## config.mk

```make
export PLATFORM = sky130hd
export DESIGN_NAME = serial_adder_8
export DESIGN_NICKNAME = d
export VERILOG_FILES = /design/src/rtl/serial_adder_pkg.sv /design/src/rtl/serial_adder_8_full_adder.sv /design/src/rtl/serial_adder_8.sv
export SDC_FILE = /design/constraint.sdc
export NUM_CORES = 1
export LEC_CHECK = 0
export ABC_CLOCK_PERIOD_IN_PS = 1500
export CAP_MARGIN = 20
export CORE_ASPECT_RATIO = 1.75
export CORE_MARGIN = 2
export CORE_UTILIZATION = 47
export CTS_BUF_LIST = sky130_fd_sc_hd__clkbuf_16
export CTS_CLUSTER_DIAMETER = 100
export DETAILED_ROUTE_END_ITERATION = 8
export PLACE_DENSITY = 0.75
export SKIP_CTS_REPAIR_TIMING = 1
export SYNTH_ARGS = -nofsm -noshare
export SYNTH_HDL_FRONTEND = slang
export SYNTH_SLANG_ARGS = --single-unit
```

## constraint.sdc

```tcl
create_clock -name clk -period 1.5 [get_ports clk]
set_input_delay 0.3 -clock clk [delete_from_list [all_inputs] [get_ports clk]]
set_output_delay 0.3 -clock clk [all_outputs]
set_load 0.02 [all_outputs]
```

## src/rtl/serial_adder_pkg.sv

```systemverilog
// serial_adder_pkg: shared state encoding and default width for the serial adder
package serial_adder_pkg;
  typedef enum logic [1:0] {IDLE, RUN, DONE} state_t;
  localparam int DEF_WIDTH = 8;
endpackage

```

## src/rtl/serial_adder_8_full_adder.sv

```systemverilog
// full_adder: single-bit full adder cell used by the serial datapath
module full_adder (
  output logic sum,
  output logic cout,
  input  logic a,
  input  logic b,
  input  logic cin
);
  assign sum  = a ^ b ^ cin;
  assign cout = (a & b) | (cin & (a ^ b));
endmodule

```

## src/rtl/serial_adder_8.sv

```systemverilog
// serial_adder_8: bit-serial adder computing {carry,sum} = a + b + c_in one bit per clock, LSB first
module serial_adder_8
  import serial_adder_pkg::*;
#(
  parameter int WIDTH = DEF_WIDTH
) (
  input  logic             clk,
  input  logic             rst_n,
  input  logic             start,
  input  logic [WIDTH-1:0] a,
  input  logic [WIDTH-1:0] b,
  input  logic             c_in,
  output logic             busy,
  output logic             done,
  output logic [WIDTH-1:0] sum,
  output logic             carry
);
  localparam int CW = $clog2(WIDTH);
  state_t state, state_nxt;
  logic [WIDTH-1:0] a_sr, b_sr, res_sr, res_nxt;
  logic [CW-1:0] cnt;
  logic cy, s_bit, cout, last;
  full_adder u_fa (.sum(s_bit), .cout(cout), .a(a_sr[0]), .b(b_sr[0]), .cin(cy));
  assign last    = cnt == CW'(WIDTH - 1);
  assign res_nxt = {s_bit, res_sr[WIDTH-1:1]};
  assign busy    = state != IDLE;
  assign done    = state == DONE;
  always_comb begin
    state_nxt = state;
    state_nxt = state == IDLE ? (start ? RUN : IDLE) :
                state == RUN  ? (last ? DONE : RUN) : IDLE;
  end
  always_ff @(posedge clk or negedge rst_n)
    if (!rst_n) state <= IDLE;
    else state <= state_nxt;
  always_ff @(posedge clk or negedge rst_n) begin
    if (!rst_n) begin
      a_sr   <= '0;
      b_sr   <= '0;
      res_sr <= '0;
      cy     <= 1'b0;
      cnt    <= '0;
      sum    <= '0;
      carry  <= 1'b0;
    end else if (state == IDLE && start) begin
      a_sr <= a;
      b_sr <= b;
      cy   <= c_in;
      cnt  <= '0;
    end else if (state == RUN) begin
      a_sr   <= a_sr >> 1;
      b_sr   <= b_sr >> 1;
      res_sr <= res_nxt;
      cy     <= cout;
      cnt    <= cnt + CW'(1);
      if (last) begin
        sum   <= res_nxt;
        carry <= cout;
      end
    end
  end
endmodule

```

* Yosys cells after proc, flatten, opt, wreduce, memory -nomap -nowiden *
Index checks and enable logic that the tools add are counted.

operators by class
  bitwise operators = 6
  reduce and logical (&&, ||, !) cells = 6
  add/sub/neg operators = 1
  muxes and demuxes = 12
  eq/ne operators = 3

operators with widths
  cell                                                                   count
  8-bit two-way mux                                                      4
  2-bit two-way mux                                                      3
  3-bit two-way mux                                                      2
  2-bit nonzero test                                                     2
  3-bit by 1-bit adder with 3-bit output, second input constant          1
  3-bit equality test, second input constant                             1
  1-bit two-way mux                                                      3
  3-bit AND reduction                                                    1
  1-bit bitwise AND                                                      2
  2-bit by 1-bit equality test with 1-bit output, second input constant  1
  2-bit equality test, second input constant                             1
  2-bit zero test                                                        1
  2-bit AND reduction                                                    1
  1-bit XOR                                                              2
  1-bit logical AND                                                      1
  1-bit inverter                                                         1
  1-bit bitwise OR                                                       1

storage, ports and cells
  output and inout port bits = 11
  flip-flop bits (word level) = 39
  input port bits = 20
  word-level logic and storage cells = 36

* Depth between registers and ports, before layout *
  depth in word-level cells = 5
  depth in mapped cells = 5
  mapped depth without buffers = 4

* Hierarchy *
Synthesis repeated with hierarchy kept, for this count alone.

second synthesis, totals
  cells, all modules = 116
  area total of the unflattened synthesis = 1,710.4 um^2

modules (own cells, without submodules)
  module          sequential area each (um^2)  times used  area an instance (um^2)  cells each
  serial_adder_8  950.9                        1           1,690.4                  115
  full_adder      0.0                          1           20.0                     1

* Least setup slack after synthesis *
No wires, ideal clock.

  path type = register to register
  start = reg cnt[0]
  end = reg carry
  stages on the path, launching flop included = 6
  data arrival time = 1.316 ns
  period minus slack after synthesis = 1.442 ns
  path slack = 0.058 ns
  path buffers = 1
  library setup time = 0.125 ns
  required time = 1.375 ns
  path through = dfrtp_1 -> ha_1 -> ha_1 -> nand3b_1 -> buf_4 -> mux2_4

on the way
  word-level cells in the longest chain between the ends = 2

ends and longest elaborated chain
  element                        line                  RTL
  start: declaration             serial_adder_8.sv:21  logic [CW-1:0] cnt;
  start signal: assignment       serial_adder_8.sv:55  cnt <= cnt + CW'(1);
  3-bit equality test            serial_adder_8.sv:24  assign last = cnt == CW'(WIDTH - 1);
  3-bit AND reduction (no line)  -
  end signal: assignment         serial_adder_8.sv:58  carry <= cout;
  end: declaration               serial_adder_8.sv:16  output logic carry

No other way between the ends.
A chain may end at the register's enable or synchronous reset.

* Worst setup path after layout *
  start = reg state[1]
  end = out busy

on the way
  word-level cells in the longest chain between the ends = 1

ends and longest elaborated chain
  element                   line                  RTL
  start: declaration        serial_adder_8.sv:19  state_t state, state_nxt;
  start signal: assignment  serial_adder_8.sv:35  else state <= state_nxt;
  2-bit nonzero test        serial_adder_8.sv:26  assign busy = state != IDLE;
  end: declaration          serial_adder_8.sv:13  output logic busy,

No other way between the ends.

==> run metrics <==
status=complete, no violations; Pwr Density=2040 nW/um^2; routed vias/inst=5.49; grt ovf=0; critical path's largest stage delay=0.42 ns; Die Span Y=85.3 um; IO Count=31; clock root buffer master=clkbuf_16; syn_nets=155; H-tree lvl count=2; prevailing post-synth register cell=dfrtp_1; Worst Skew=0.00416 ns; Synth Cell Area=1780 um^2; Cell Area, Placed=2160 um^2; die area=4300 um^2; Clock Sinks=38; final hold vios=0; via count of the first global-routing pass=1180; number of fill cells=295; RSZ-0062 raised after global routing=true; cell chain of the critical path=or2_2 -> clkbuf_2; maximum vdd drop=1.17 mV; min Tclk post-route=1.48 ns; async set-reset flop share out of synthesis=1.00; routability congestion estimate=0.712; antenna diode count=0; largest fanout on the critical path=5; Fin Setup TNS=0 ns; GRT Overall Usage=0.175; Starting DRT DRC Count=14; Post-Route WL=3.37 mm; placed wire-length estimate=2.44 mm; Post-synth EDFFs=0; number of buffers created by CTS=5; Post-layout nets=193; worst path required time=1.20 ns; CP endpoint kind=output port; Die Wd=50.5 um; synth unique cells=31; FMAX=677 MHz; area delta synth->final=32.6%; Crit path buffers/inverters=1; yosys warns=0; utilization after layout=0.649; max_slew headroom=0.698; largest net degree at the start of global routing=27; worst hold slack=0.495 ns; worst min path class=flop to flop; initial core utilization=0.489; clock buffer depth=2; Final setup viols=0; routed via count=1192; Port Buf Inserts=30; maxcap violations=0; DRC viols=0; DRT Pass-1 Iters=4; Core Rows=29; WL per Instance=15.5 um; CP startpoint kind=flop; syn avg cell area=13.5 um^2; Tcrit/Tclk final=0.985; Post-Synthesis Cells=132; Post-Place Worst Slack=-0.190 ns; fraction of layout cells with a size suffix above 1=0.292; clock insertion delay at the later pin of the skew report=0.28 ns; clock-pin transition on the worst setup and hold timing paths=0.05 ns; antenna violations before repair=0; commonest non-fill, non-tap cells in the layout=dfrtp_1 (38), clkdlybuf4s50_1 (17), dlymetal6s2s_1 (11); Crit-path slowest cell=dfrtp_1; Crit Path Category=flop to output port; number of routed nets with antenna violations=0; Final Slew Violations=0; most common cell after layout, fill and taps aside=dfrtp_1; first-pass GRT wire length=5.59 mm; Worst Path Arrival=1.18 ns; sequential area share after synthesis=0.536; Final WS setup=0.0228 ns; worst-margin pin slew=0.453 ns; CTS tree=built; Core ar.=3630 um^2; Seq cells post-synth=38; final instance area=2350 um^2; critical path's top delay family=flip-flops; LEAKAGE=1.12 nW
-- per-layer routing --
layer	track usage	part of all wire	up-vias
met2	0.297	0.54	26
met4	0.0811	0.013	0
li1	-	-	563
met1	0.204	0.40	598
met5	0	0	-
met3	0.0440	0.043	5
-- cell families (layout without fill, tap and decap cells) --
family | Yosys count | count (layout) | synth area share
buffers and inverters | 21 | 60 | 0.0613
adders and majority gates | 3 | 3 | 0.0254
muxes | 17 | 17 | 0.126
DFF | 38 | 38 | 0.536
and+or+nand+nor | 31 | 31 | 0.140
AOI/OAI and AO/OA | 22 | 22 | 0.112
-- synthesized netlist by cell type, drive strengths merged, types with 2 or more instances --
library cell,count,area (um^2)
dfrtp,38,951
ha,2,25.0
buf,10,65.1
nor4b,7,61.3
clkbuf,3,13.8
a22o,2,17.5
mux2,16,214
or4b,8,80.1
nor3b,7,52.6
nand2,3,11.3
a211oi,7,52.6
inv,8,30.0
o221a,8,90.1
-- per-stage QoR --
step                power, mW  instances
floorplan                3.18        132
global placement         3.76        207
detailed placement       3.88        207
CTS                      4.89        215
global route             5.14        217
finish                   4.81        217
-- area by class of cell --
cell class                      count  area, um^2  share of cell area
Clock buffer                        5         125              0.0531
Clock inverter                      3        16.3             0.00691
Inverter                            8        30.0              0.0128
Multi-Input combinational cell     73         721               0.306
Sequential cell                    38         951               0.404
Tap cell                           46        57.6              0.0244
Timing Repair Buffer               44         454               0.193
-- registers in the layout, indices dropped and copies added, names as in the netlist --
signal / flops
a_sr: 8
b_sr: 8
cy: 1
sum: 8
res_sr: 7
carry: 1
cnt: 3
state: 2
-- power by group --
part / internal (mW) / leakage [nW] / switching, mW / total [mW]
Sequential: 1.53 / 0.451 / 0.311 / 1.84
Combinational: 1.15 / 0.606 / 0.831 / 1.98
Clock: 0.605 / 0.0672 / 0.389 / 0.994
Total: 3.28 / 1.12 / 1.53 / 4.81
-- path summary, 6_finish.rpt --
| check | cells after the start | from | end | slack (ns) |
|---|---|---|---|---|
| worst max register to register | 5 | cnt[0] | sum[0] | 0.03 |
| worst min register to register | 1 | b_sr[7] | b_sr[7] | 0.49 |
| min in group asynchronous | 2 | rst_n | a_sr[5] | 0.50 |
| worst min-delay path | 1 | b_sr[7] | b_sr[7] | 0.49 |
| max in group asynchronous | 3 | rst_n | res_sr[5] | 0.54 |
| worst max-delay path | 2 | state[1] | busy | 0.02 |
(Power assumes the default switching activity.)
